`config.mk`:
```
export PLATFORM = sky130hd
export DESIGN_NAME = parking_occupancy_ctrl
export DESIGN_NICKNAME = d
export VERILOG_FILES = /design/src/rtl/parking_pkg.sv /design/src/rtl/edge_sync.sv /design/src/rtl/parking_occupancy_ctrl.sv
export SDC_FILE = /design/constraint.sdc
export NUM_CORES = 1
export LEC_CHECK = 0
export CAP_MARGIN = 20
export CORE_UTILIZATION = 40
export CTS_BUF_LIST = sky130_fd_sc_hd__clkbuf_8
export DETAILED_ROUTE_END_ITERATION = 10
export GPL_TIMING_DRIVEN = 0
export MAX_ROUTING_LAYER = met4
export PLACE_DENSITY = 0.68
export SYNTH_ARGS = -nofsm -noshare
export SYNTH_HDL_FRONTEND = slang
export SYNTH_SLANG_ARGS = --single-unit
```
`constraint.sdc`:
```
create_clock -name clk -period 5.4 [get_ports clk]
set_input_delay 1.62 -clock clk [delete_from_list [all_inputs] [get_ports clk]]
set_output_delay 1.62 -clock clk [all_outputs]
set_load 0.005 [all_outputs]
```
`src/rtl/parking_pkg.sv`:
```
// Shared types and helpers for the parking occupancy controller.
package parking_pkg;

   localparam int REJ_W     = 8;
   localparam int MAX_LANES = 8;
   localparam int CNT_W     = 4;

   // Narrower lane vectors are zero-padded up to MAX_LANES by the caller.
   function automatic logic [CNT_W-1:0] popcount(input logic [MAX_LANES-1:0] v);
      logic [CNT_W-1:0] n;
      n = '0;
      for (int i = 0; i < MAX_LANES; i++) n = n + CNT_W'(v[i]);
      return n;
   endfunction

   function automatic logic [REJ_W-1:0] sat_add_rej(input logic [REJ_W-1:0] a,
                                                    input logic [CNT_W-1:0] b);
      logic [REJ_W:0] s;
      s = {1'b0, a} + (REJ_W+1)'(b);
      return s[REJ_W] ? '1 : s[REJ_W-1:0];
   endfunction

   function automatic logic [REJ_W-1:0] sat_sub_rej(input logic [REJ_W-1:0] a,
                                                    input logic [CNT_W-1:0] b);
      logic [REJ_W-1:0] bw;
      bw = REJ_W'(b);
      return (bw > a) ? '0 : a - bw;
   endfunction

endpackage

```
`src/rtl/edge_sync.sv`:
```
// Two-flop synchroniser followed by a rising-edge detector; one pulse per 0->1.
module edge_sync (
   input  logic clk,
   input  logic rst,
   input  logic d,
   output logic pulse
);

   logic s_p0, s_p1, prev_p2;

   always_ff @(posedge clk or posedge rst) begin
      if (rst) begin
         s_p0    <= 1'b0;
         s_p1    <= 1'b0;
         prev_p2 <= 1'b0;
      end else begin
         s_p0    <= d;
         s_p1    <= s_p0;
         prev_p2 <= s_p1;
      end
   end

   // p1 -> p2 boundary: event when the synchronised level has just risen
   assign pulse = s_p1 & ~prev_p2;

endmodule

```
`src/rtl/parking_occupancy_ctrl.sv`:
```
// Multi-lane occupancy counter: exits applied before entries, clamped to 0..CAPACITY,
// with sticky over/underflow flags and a saturating reject counter.
module parking_occupancy_ctrl
   import parking_pkg::*;
#(
   parameter  int LANES    = 2,
   parameter  int CAPACITY = 7,
   localparam int CW       = $clog2(CAPACITY + 1)
) (
   input  logic             clk,
   input  logic             rst,
   input  logic [LANES-1:0] entry_sens,
   input  logic [LANES-1:0] exit_sens,
   input  logic             clear,
   output logic [CW-1:0]    occupancy,
   output logic [CW-1:0]    free_spots,
   output logic             full,
   output logic             empty,
   output logic             entry_ok,
   output logic             err_overflow,
   output logic             err_underflow,
   output logic [REJ_W-1:0] reject_cnt
);

   // Wide enough for occupancy headroom and for a full lane count.
   localparam int AW = (CW + 1 > CNT_W) ? CW + 1 : CNT_W;
   localparam logic [AW-1:0] CAP_W = AW'(CAPACITY);

   function automatic logic [AW-1:0] sub_floor0(input logic [AW-1:0] a,
                                                input logic [AW-1:0] b);
      return (b > a) ? '0 : a - b;
   endfunction

   function automatic logic [AW-1:0] min_w(input logic [AW-1:0] a,
                                           input logic [AW-1:0] b);
      return (a < b) ? a : b;
   endfunction

   logic [LANES-1:0]     ent_ev, ext_ev;
   logic [MAX_LANES-1:0] ent_pad, ext_pad;
   logic [AW-1:0]        e_w, x_w, occ_w, occ1, acc, rej, occ_nx;
   logic                 udf_ev;
   logic [CNT_W-1:0]     rej_n;

   logic [CW-1:0]        occ_q;
   logic                 ovf_q, udf_q;
   logic [REJ_W-1:0]     rej_q;

   for (genvar g = 0; g < LANES; g++) begin : g_lane
      edge_sync u_ent (.clk(clk), .rst(rst), .d(entry_sens[g]), .pulse(ent_ev[g]));
      edge_sync u_ext (.clk(clk), .rst(rst), .d(exit_sens[g]),  .pulse(ext_ev[g]));
   end

   always_comb begin
      ent_pad            = '0;
      ext_pad            = '0;
      ent_pad[LANES-1:0] = ent_ev;
      ext_pad[LANES-1:0] = ext_ev;
      e_w    = AW'(popcount(ent_pad));
      x_w    = AW'(popcount(ext_pad));
      occ_w  = AW'(occ_q);
      udf_ev = x_w > occ_w;
      occ1   = sub_floor0(occ_w, x_w);
      acc    = min_w(e_w, CAP_W - occ1);
      rej    = e_w - acc;
      occ_nx = occ1 + acc;
      rej_n  = CNT_W'(rej);
   end

   // Edge events -> registered occupancy, flags and reject count
   always_ff @(posedge clk or posedge rst) begin
      if (rst) begin
         occ_q <= '0;
         ovf_q <= 1'b0;
         udf_q <= 1'b0;
         rej_q <= '0;
      end else if (clear) begin
         occ_q <= '0;
         ovf_q <= 1'b0;
         udf_q <= 1'b0;
         rej_q <= '0;
      end else begin
         occ_q <= CW'(occ_nx);
         if (udf_ev) udf_q <= 1'b1;
         if (rej_n != '0) begin
            ovf_q <= 1'b1;
            rej_q <= sat_add_rej(rej_q, rej_n);
         end
      end
   end

   assign occupancy     = occ_q;
   assign free_spots    = CW'(CAPACITY) - occ_q;
   assign full          = (occ_q == CW'(CAPACITY));
   assign empty         = (occ_q == '0);
   assign entry_ok      = ~full;
   assign err_overflow  = ovf_q;
   assign err_underflow = udf_q;
   assign reject_cnt    = rej_q;

endmodule

```
==> run_results.csv, run 1 <==
group,metric,value,unit
worst_setup_path,crit_type,"reg -> reg",
clock_network,cts_setup_buffers,0,
worst_setup_path,startpoint_type,"register",
worst_setup_path,worstPathArrival,4.91,ns
timing,slew_viol_final,0,
route,drt_first_pass_iters,4,
floorplanning,die_h,60.63,µm
finish,n_antenna_cell,0,
global_route,first_global_vias,990,
timing,fin_skew,0.002634,ns
floorplanning,die_width,60.63,µm
floorplanning,ios,26,
route,via_per_inst,4.960,
global_route,grt_pass1_wl,4.319,mm
clock_network,h-tree-depth,1,
timing,relSlewSlack,37.80,%
worst_setup_path,crit_fanout,7,
clock_network,clk_path_buf_depth,2,
finish,ff_latch_area,625.6,µm²
clock_network,cts_root_buf,"clkbuf_8",
pwr,totalPowerFinal,640.1,µW
pwr,p_per_area,370.2,mW/mm²
synthesis,yosys.area_share.simple,13.47,%
route,drc,0,
synthesis,synth.avg_cell_area,11.00,µm²
global_route,track_usage,16.60,%
synthesis,postSynthCellCount,125,
global_route,gr-total-overflow,0,
finish,syn2layout_area_growth,25.75,%
global_route,grt_max_degree,26,
floorplanning,fp.coreArea,0.003153,mm²
finish,layout.nets,178,
route,routedWlPerCell,12.79,µm
timing,post-route-period-util,87.58,%
route,drt_iter0_drc,12,
synthesis,muxShareOfSynthArea,2.275,%
pwr,vdd.ir_drop.worst,0.1454,mV
timing,max_freq,0.2115,GHz
timing,fin_setup_tns,0,ns
synthesis,ys_ff_latch,25,
run_status,run_status,"finished, final reports clean",
finish,drive_gt1_share,9.740,%
clock_network,cts_tree,"done",
finish,final_util,54.84,%
timing,finalCriticalPeriod,4.729,ns
worst_hold_path,hold_path_class,"reg -> reg",
clock_network,insertion_delay,0.27,ns
clock_network,cts_hold_buffers,0,
synthesis,yosysUniqueCellTypes,33,
worst_setup_path,crit_required,5.58,ns
global_route,antenna_found_initial,0,
timing,setup_viol_count_final,0,
placement,place_hpwl,1.935,mm
synthesis,synth_area,0.001375,mm²
route,wl,2.532,mm
finish,multi_input_area,663.1,µm²
synthesis,synth_top_family_by_area,"adder cells",
pwr,p_leak,0.0007662,µW
placement,place_congestion,0.8277,
clock_network,cts_resized,0,
timing,hold_violations,0,
synthesis,syn-num-nets,148,
clock_network,cts.sinks,25,
synthesis,yosysWarnings,0,
clock_network,path_clk_slew,0.09,ns
placement,io_buffers,25,
timing,worstMarginPinSlew,0.9320,ns
synthesis,synth_xor_area_share,1.911,%
placement,placed_cell_area,0.001680,mm²
finish,finish.instance_area,0.001729,mm²
worst_setup_path,worstSetupEndpointType,"register",
finish,fillCellCount,298,
synthesis,synthAdderAreaFrac,16.74,%
floorplanning,die-area,0.003676,mm²
route,route.vias.total,982,
finish,layout_common_cells,"dfrtp_1, clkdlybuf4s50_1, inv_1, nor2_1, ha_1",
synthesis,yosysSeqAreaShare,45.50,%
timing,fin_hold_ws,0.3571,ns
synthesis,synth_compound_area_share,13.83,%
timing,rsz0062_at_grt,"no",
clock_network,cts_buffers,3,
run,maxCapViolCount,0,
route,ant_nets,0,
floorplanning,start_util,43.61,%
floorplanning,rows,20,
-- per-stage QoR --
stage	setup WS, ns	instances
after floorplan	1.018	125
after global placement	0.7091	194
after detailed placement	0.6367	194
after CTS	0.6228	198
after global routing	0.2984	198
final	0.6709	198
-- sequential cells by signal, indices dropped and copies added (netlist names) --
name / cells
reject_cnt: 8
err_overflow: 1
g_lane.u_ent.s_p1: 2
g_lane.u_ext.s_p1: 2
err_underflow: 1
g_lane.u_ext.prev_p2: 2
g_lane.u_ent.s_p0: 2
g_lane.u_ext.s_p0: 2
occupancy: 3
g_lane.u_ent.prev_p2: 2
-- worst max-delay path, stage by stage, from the launching register on --
cell and delay (ns):
dfrtp_1 0.38, nor2b_1 0.13, ha_1 0.27, ha_1 0.13, inv_1 0.05, fa_1 0.37, nor2_1 0.21, nor2_1 0.11
ha_1 0.28, a21oi_1 0.05, nor2_1 0.24, mux2_2 0.39, ha_1 0.24, fa_1 0.54, fa_1 0.48, o21ai_2 0.33
a21boi_2 0.16, a211oi_1 0.27
-- Yosys cell counts --
cell type / count / area, µm²
nand3_1: 2 / 10.01
clkbuf_1: 1 / 3.750
xnor2_1: 1 / 8.760
a211oi_1: 4 / 30.03
a21boi_2: 1 / 11.26
nor3_1: 2 / 10.01
a311oi_2: 2 / 30.03
and4b_1: 1 / 10.01
xor2_1: 2 / 17.52
inv_1: 18 / 67.56
o21ai_1: 1 / 5.000
dfrtp_1: 25 / 625.6
nor2b_4: 1 / 13.76
buf_6: 1 / 11.26
nor2_1: 16 / 60.06
and2_1: 1 / 6.260
a21oi_1: 6 / 30.03
fa_1: 4 / 80.08
o21bai_1: 1 / 7.510
nor2b_1: 6 / 37.54
o21ai_2: 1 / 8.760
and3_1: 1 / 6.260
nand2_1: 4 / 15.01
ha_1: 12 / 150.1
mux2_2: 1 / 11.26
a41oi_2: 1 / 16.27
a31oi_1: 2 / 12.51
o2111ai_4: 1 / 26.28
nand2b_1: 1 / 6.260
buf_1: 1 / 3.750
mux2i_1: 2 / 20.02
a211oi_2: 1 / 12.51
and4_2: 1 / 10.01
-- worst paths after layout --
kind,end,slack [ns],start,cells after the start
worst min-delay path,g_lane[1].u_ext.s_p1,0.36,g_lane[1].u_ext.s_p0,0
worst min register to register,g_lane[1].u_ext.s_p1,0.36,g_lane[1].u_ext.s_p0,0
worst max-delay path,reject_cnt[0],0.67,g_lane[0].u_ext.s_p1,17
worst max register to register,reject_cnt[0],0.67,g_lane[0].u_ext.s_p1,17
min in group asynchronous,g_lane[0].u_ent.s_p0,1.84,rst,2
max in group asynchronous,err_underflow,2.99,rst,2
-- power by group --
part           total [µW]  switching [µW]  internal [µW]
clock network         117            64.3           52.4
registers             247            31.0            216
logic                 276             130            147
total                 640             225            415
-- metal layers --
| layer | GRT usage, % | wire length (µm) | share of wire [%] | vias up |
|---|---|---|---|---|
| met5 | - | 0 | 0 | - |
| met4 | 4.870 | 27 | 1.1 | 0 |
| met3 | 2.772 | 79 | 3.1 | 2 |
| met2 | 27.63 | 1255 | 50 | 22 |
| met1 | 20.79 | 1169 | 46 | 481 |
| li1 | - | - | - | 477 |
-- cells by family (layout without fill, tap and decap cells) --
logic type | count (synthesis) | after routing
buf+inv | 21 | 50
simple gates | 36 | 36
mux | 3 | 3
compound gates | 21 | 21
fa+ha+maj | 16 | 16
xor+xnor | 3 | 3
flops | 25 | 25
-- final cells by class --
class | instances | area share [%]
Buffer | 3 | 1.085
Tap cell | 44 | 3.184
Multi-Input combinational cell | 79 | 38.35
Inverter | 18 | 3.907
Clock buffer | 3 | 2.388
Sequential cell | 25 | 36.18
Clock inverter | 1 | 0.4342
Timing Repair Buffer | 25 | 14.47
No activity file was read; power rests on OpenSTA's default activity.
==> run 2, diff against run 1 <==
--- a/config.mk
+++ b/config.mk
@@ -12,6 +12,7 @@
 export GPL_TIMING_DRIVEN = 0
 export MAX_ROUTING_LAYER = met4
 export PLACE_DENSITY = 0.68
+export SKIP_LAST_GASP = 1
 export SYNTH_ARGS = -nofsm -noshare
 export SYNTH_HDL_FRONTEND = slang
 export SYNTH_SLANG_ARGS = --single-unit
==> results of run 2 <==
Final layout, timing and power as in run 1 (identical DEF).
==> run 3, diff against run 2 <==
--- a/config.mk
+++ b/config.mk
@@ -9,6 +9,7 @@
 export CORE_UTILIZATION = 40
 export CTS_BUF_LIST = sky130_fd_sc_hd__clkbuf_8
 export DETAILED_ROUTE_END_ITERATION = 10
+export GPL_ROUTABILITY_DRIVEN = 0
 export GPL_TIMING_DRIVEN = 0
 export MAX_ROUTING_LAYER = met4
 export PLACE_DENSITY = 0.68
==> results of run 3 <==
Final layout, timing and power as in run 1 (identical DEF).
